==> src/rtl/pc_unit_ras.sv <==
// Program-counter unit with stall, trap/ERET and a circular return-address stack.
// Optional misaligned-redirect trapping is built when PC_MISALIGN_CHECK_EN is defined.
module pc_unit_ras #(
    parameter int                ADDR_W       = 32,
    parameter int                INST_BYTES   = 4,
    parameter logic [ADDR_W-1:0] RESET_VECTOR = 32'h0040_0000,
    parameter logic [ADDR_W-1:0] TRAP_VECTOR  = 32'h8000_0180,
    parameter int                RAS_DEPTH    = 4
) (
    input  logic              clk,
    input  logic              rst_n,
    input  logic              stall,
    input  logic [2:0]        cmd,
    input  logic [ADDR_W-1:0] load_pc,
    output logic [ADDR_W-1:0] pc,
    output logic [ADDR_W-1:0] inc_pc,
    output logic [ADDR_W-1:0] epc,
    output logic              ras_empty,
    output logic              ras_full,
    output logic              ras_ovf,
    output logic              ras_udf,
    output logic              misalign
);

    localparam int                PTR_W = (RAS_DEPTH > 1) ? $clog2(RAS_DEPTH) : 1;
    localparam int                CNT_W = $clog2(RAS_DEPTH + 1);
    localparam logic [ADDR_W-1:0] STEP  = ADDR_W'(INST_BYTES);
    localparam logic [CNT_W-1:0]  CNT_MAX = CNT_W'(RAS_DEPTH);

    typedef enum logic [2:0] {
        CMD_NONE       = 3'd0,
        CMD_INC        = 3'd1,
        CMD_INC_OFFSET = 3'd2,
        CMD_LOAD       = 3'd3,
        CMD_CALL       = 3'd4,
        CMD_RET        = 3'd5,
        CMD_TRAP       = 3'd6,
        CMD_ERET       = 3'd7
    } cmd_e;

    // Occupancy counter saturates at the stack depth; overflowing pushes recycle the oldest slot.
    function automatic logic [CNT_W-1:0] ras_cnt_inc(input logic [CNT_W-1:0] cnt);
        return (cnt == CNT_MAX) ? cnt : cnt + CNT_W'(1);
    endfunction

    function automatic logic [CNT_W-1:0] ras_cnt_dec(input logic [CNT_W-1:0] cnt);
        return (cnt == '0) ? cnt : cnt - CNT_W'(1);
    endfunction

    logic [ADDR_W-1:0] pc_p1;
    logic [ADDR_W-1:0] epc_p1;
    logic [PTR_W-1:0]  wr_ptr_p1;
    logic [CNT_W-1:0]  cnt_p1;
    logic              ovf_p1;
    logic              udf_p1;
    logic [ADDR_W-1:0] ras_mem [RAS_DEPTH];

    cmd_e              cmd_dec;
    logic [ADDR_W-1:0] top_entry;
    logic [ADDR_W-1:0] target_p0;
    logic [ADDR_W-1:0] next_pc_p0;
    logic [ADDR_W-1:0] next_epc_p0;
    logic              redirect_p0;
    logic              push_p0;
    logic              pop_p0;
    logic              udf_p0;
`ifdef PC_MISALIGN_CHECK_EN
    logic              mis_p0;
    logic              mis_p1;
`endif

    assign cmd_dec   = cmd_e'(cmd);
    assign inc_pc    = pc_p1 + STEP;
    assign ras_empty = (cnt_p1 == '0);
    assign ras_full  = (cnt_p1 == CNT_MAX);
    // wr_ptr points at the next free slot, so the most recent push sits one below it.
    assign top_entry = ras_mem[wr_ptr_p1 - PTR_W'(1)];

    // Stage p0: next-state selection from cmd
    always_comb begin
        next_pc_p0  = pc_p1;
        next_epc_p0 = epc_p1;
        target_p0   = inc_pc;
        redirect_p0 = 1'b0;
        push_p0     = 1'b0;
        pop_p0      = 1'b0;
        udf_p0      = 1'b0;
`ifdef PC_MISALIGN_CHECK_EN
        mis_p0      = 1'b0;
`endif
        if (!stall) begin
            case (cmd_dec)
                CMD_INC: next_pc_p0 = inc_pc;
                CMD_INC_OFFSET: begin
                    target_p0   = inc_pc + load_pc;
                    redirect_p0 = 1'b1;
                end
                CMD_LOAD: begin
                    target_p0   = load_pc;
                    redirect_p0 = 1'b1;
                end
                CMD_CALL: begin
                    target_p0   = load_pc;
                    redirect_p0 = 1'b1;
                    push_p0     = 1'b1;
                end
                CMD_RET: begin
                    redirect_p0 = 1'b1;
                    if (ras_empty) begin
                        target_p0 = inc_pc;
                        udf_p0    = 1'b1;
                    end else begin
                        target_p0 = top_entry;
                        pop_p0    = 1'b1;
                    end
                end
                CMD_TRAP: begin
                    next_epc_p0 = pc_p1;
                    next_pc_p0  = TRAP_VECTOR;
                end
                CMD_ERET: begin
                    target_p0   = epc_p1;
                    redirect_p0 = 1'b1;
                end
                default: next_pc_p0 = pc_p1;
            endcase
            if (redirect_p0) next_pc_p0 = target_p0;
`ifdef PC_MISALIGN_CHECK_EN
            // A misaligned redirect becomes a trap and leaves the RAS untouched.
            if (redirect_p0 && (target_p0[1:0] != 2'b00)) begin
                next_pc_p0  = TRAP_VECTOR;
                next_epc_p0 = pc_p1;
                push_p0     = 1'b0;
                pop_p0      = 1'b0;
                mis_p0      = 1'b1;
            end
`endif
        end
    end

    // Stage p1: architectural state
    always_ff @(posedge clk or negedge rst_n) begin
        if (!rst_n) begin
            pc_p1     <= RESET_VECTOR;
            epc_p1    <= '0;
            wr_ptr_p1 <= '0;
            cnt_p1    <= '0;
            ovf_p1    <= 1'b0;
            udf_p1    <= 1'b0;
        end else begin
            pc_p1  <= next_pc_p0;
            epc_p1 <= next_epc_p0;
            udf_p1 <= udf_p0;
            if (push_p0) begin
                wr_ptr_p1 <= wr_ptr_p1 + PTR_W'(1);
                cnt_p1    <= ras_cnt_inc(cnt_p1);
                if (ras_full) ovf_p1 <= 1'b1;
            end else if (pop_p0) begin
                wr_ptr_p1 <= wr_ptr_p1 - PTR_W'(1);
                cnt_p1    <= ras_cnt_dec(cnt_p1);
            end
        end
    end

    always_ff @(posedge clk) begin
        if (push_p0) ras_mem[wr_ptr_p1] <= inc_pc;
    end

`ifdef PC_MISALIGN_CHECK_EN
    always_ff @(posedge clk or negedge rst_n) begin
        if (!rst_n) mis_p1 <= 1'b0;
        else        mis_p1 <= mis_p0;
    end
    assign misalign = mis_p1;
`else
    assign misalign = 1'b0;
`endif

    assign pc      = pc_p1;
    assign epc     = epc_p1;
    assign ras_ovf = ovf_p1;
    assign ras_udf = udf_p1;

endmodule

==> config.mk <==
export PLATFORM = sky130hd
export DESIGN_NAME = pc_unit_ras
export DESIGN_NICKNAME = d
export VERILOG_FILES = /design/src/rtl/pc_unit_ras.sv
export SDC_FILE = /design/constraint.sdc
export NUM_CORES = 1
export LEC_CHECK = 0
export BUFFER_PORTS_ARGS = -buffer_cell sky130_fd_sc_hd__buf_2
export CORE_MARGIN = 1
export CORE_UTILIZATION = 54
export DETAILED_ROUTE_END_ITERATION = 6
export PLACE_DENSITY = 0.81
export SYNTH_ARGS = -nofsm -noshare
export SYNTH_HDL_FRONTEND = slang
export SYNTH_SLANG_ARGS = --single-unit
export TNS_END_PERCENT = 5
==> constraint.sdc <==
create_clock -name clk -period 5.4 [get_ports clk]
set_clock_uncertainty 0.2 [all_clocks]
set_input_delay 0.54 -clock clk [delete_from_list [all_inputs] [get_ports clk]]
set_output_delay 0.54 -clock clk [all_outputs]
set_load 0.05 [all_outputs]
==> results.json <==
{
  "r2r_start": "pc[8]",
  "drtPass1Iterations": 5,
  "routabilityCongestion": 0.959,
  "timing.rr.end": "pc[31]",
  "p_leak_nw": 4.79,
  "min-delay-start": "ras_ovf",
  "whs_path_depth": 1,
  "rrSetupSlack_ns": 0.58,
  "ys.flop_type": "edfxtp_1",
  "n_fill_cell": 1453,
  "die_x_um": 143,
  "routed_via_density": 6.46,
  "antenna_found_initial": 0,
  "ant_nets": 0,
  "grt_pass1_vias": 7934,
  "max_cap_violations": 0,
  "synth_area_mm2": 0.0107,
  "grt_pass1_wl_mm": 45.2,
  "synth_nets": 971,
  "whs_ns": 0.254,
  "ys_warn_count": 0,
  "cts_max_path_buffers": 2,
  "cts_root_buffer": "clkbuf_16",
  "vias": 8342,
  "worstSetupEndpointType": "flip-flop",
  "multi_input_area_mm2": 0.00486,
  "synth_seq_cells": 199,
  "first_iter_violations": 1000,
  "synth_edf_count": 128,
  "cts_tree": "yes",
  "path_class": "reg2reg",
  "post_cts.repair.setup_buffers": 0,
  "drive_gt1_frac": 0.266,
  "r2r_cells": 16,
  "finalSetupTns_ns": 0,
  "dpl_worst_slack_ns": 0.701,
  "startpoint": "pc[8]",
  "antenna_cells": 0,
  "drv_slew": 0,
  "grt.overflow.total": 0,
  "synthArstFlopShare": 0.357,
  "relSlewSlack": 0.164,
  "htree_num_levels": 4,
  "final_net_count": 1094,
  "setup_viol": 0,
  "cp-start-kind": "flip-flop",
  "drcViolationCount": 0,
  "ys_types": 73,
  "final.period_utilization": 0.892,
  "hold_path.class": "reg2reg",
  "cp_data_arrival_time_ns": 4.93,
  "start_util": 0.552,
  "fmax_mhz": 208,
  "grt_max_degree": 45,
  "regArea_mm2": 0.00562,
  "peakVddDrop_mv": 0.308,
  "cts_made_buffers": 17,
  "postSynthCellCount": 890,
  "clk-insertion-delay-late_ns": 0.45,
  "critPathMaxFanout": 9,
  "dp_hpwl_mm": 20.2,
  "hold_viol": 0,
  "die_area_mm2": 0.0205,
  "finalWorstSetupSlack_ns": 0.582,
  "fp-row-count": 51,
  "crit_required_ns": 5.51,
  "routed_wirelength_mm": 29.5,
  "wl_per_cell_um": 22.8,
  "postSynthAreaPerCell_um2": 12.1,
  "area_growth_pct": 14.6,
  "status": "completed",
  "worst_slew_pin_slew_ns": 1.25,
  "fin_util": 0.633,
  "min_to": "ras_ovf",
  "grt_use_total": 0.300,
  "rsz0062_at_grt": "no",
  "ios": 139,
  "port_buffers": 137,
  "cellPowerDensity_mw_per_mm2": 552,
  "ys_seq_area_frac": 0.523,
  "cts.sinks": 199,
  "path_clk_slew_ns": 0.07,
  "core_mm2": 0.0195,
  "finalCriticalPeriod_ns": 4.82,
  "die_y_um": 143
}
## cells by family after synthesis
family                   share of synthesized area
multiplexers                                 0.106
adder cells (fa/ha/maj)                     0.0514
XOR/XNOR                                    0.0447
AND/OR/NAND/NOR                              0.101
flip-flops                                   0.523
AO/OA/AOI/OAI                                0.146
other                                     0.000349
buffers and inverters                       0.0272
## cells in the mapped netlist, types with 7 or more instances
cell / number / area, um2
a21oi_1: 65 / 325
edfxtp_1: 128 / 3840
inv_1: 19 / 71.3
a221oi_1: 24 / 210
a222oi_1: 7 / 70.1
nor2_1: 59 / 221
o21ai_0: 36 / 180
dfrtp_1: 70 / 1750
xor2_1: 13 / 114
a21o_1: 7 / 52.6
nand3_1: 23 / 115
mux4_2: 32 / 721
nand2_1: 67 / 251
a221o_1: 15 / 150
and3_1: 14 / 87.6
nand4_1: 11 / 68.8
xnor2_1: 40 / 350
nor3_1: 15 / 75.1
mux2_2: 33 / 372
a31oi_1: 10 / 62.6
ha_1: 41 / 513
clkbuf_1: 37 / 139
## worst max-delay path by stage
stage	end	cells after the start
2_1_floorplan	pc[31]	17
3_3_place_gp	pc[31]	15
3_5_place_dp	pc[31]	15
4_1_cts	pc[31]	15
5_1_grt	pc[31]	15
6_report	pc[31]	16
## metrics by stage
step / instance area [um2] / std cells / total power, mW
2_1_floorplan: 10700 / 890 / 4.68
3_3_place_gp: 11700 / 1258 / 5.42
3_5_place_dp: 11700 / 1258 / 5.48
4_1_cts: 12300 / 1291 / 6.78
5_1_grt: 12300 / 1291 / 7.11
6_report: 12300 / 1291 / 6.80
## per-layer routing
| metal | track usage | vias to the layer above | share of wire |
|---|---|---|---|
| met3 | 0.0711 | 49 | 0.10 |
| met2 | 0.466 | 484 | 0.46 |
| met4 | 0.0990 | 0 | 0.021 |
| met5 | 0 | - | 0 |
| li1 | - | 3686 | - |
| met1 | 0.416 | 4123 | 0.41 |
## timing repair
item | 4_1_cts | 5_1_grt
setup endpoints to repair | 0 | 0
gates resized for setup | 0 | 0
hold buffers | 1 | 0
endpoints found under the hold margin | 27 | 0
## registers in the layout, summed over array words and instances, names as in the netlist
register   cells
ras_mem      128
epc           32
pc            32
cnt_p1         3
wr_ptr_p1      2
ras_ovf        1
ras_udf        1
## critical path, stage by stage (launching register included)
cell      delay, ns
dfrtp_1        0.47
and4_1         0.30
and4_1         0.27
nand4_1        0.16
nor2_1         0.49
and2_1         0.26
xor2_1         0.41
ha_1           0.41
a21oi_1        0.17
o21a_1         0.15
inv_1          0.05
o41ai_1        0.47
a211o_1        0.22
a31oi_1        0.10
xor2_1         0.17
a221oi_1       0.30
a221oi_1       0.08
## layout by cell type (no fill, tap or decap), types with 6 or more instances in the layout
master	netlist	routed
a211oi_1	6	6
a21o_1	7	7
a21oi_1	65	65
a221o_1	15	15
a221oi_1	24	24
a222oi_1	7	7
a31oi_1	10	10
and3_1	14	14
buf_2	5	136
buf_4	4	20
clkbuf_16	0	17
dfrtp_1	70	69
edfxtp_1	128	128
ha_1	41	41
inv_1	19	19
mux2_2	33	33
mux4_2	32	32
nand2_1	67	67
nand3_1	23	23
nand4_1	11	11
nor2_1	59	56
nor3_1	15	14
o21a_1	6	6
o21ai_0	36	36
xnor2_1	40	40
xor2_1	13	13
## power breakdown
part	internal [mW]	total [mW]	switching [mW]
sequential	1.94	2.22	0.279
combinational	1.08	3.28	2.20
clock	0.693	1.30	0.610
total	3.71	6.80	3.09
## layout make-up
type | instances | share of cell area
clock buffer | 17 | 0.0345
tap | 265 | 0.0269
inverter | 19 | 0.00579
clock inverter | 15 | 0.0135
sequential | 199 | 0.457
multi-input combinational | 619 | 0.394
timing repair buffer | 157 | 0.0683
(Power assumes the default switching activity.)
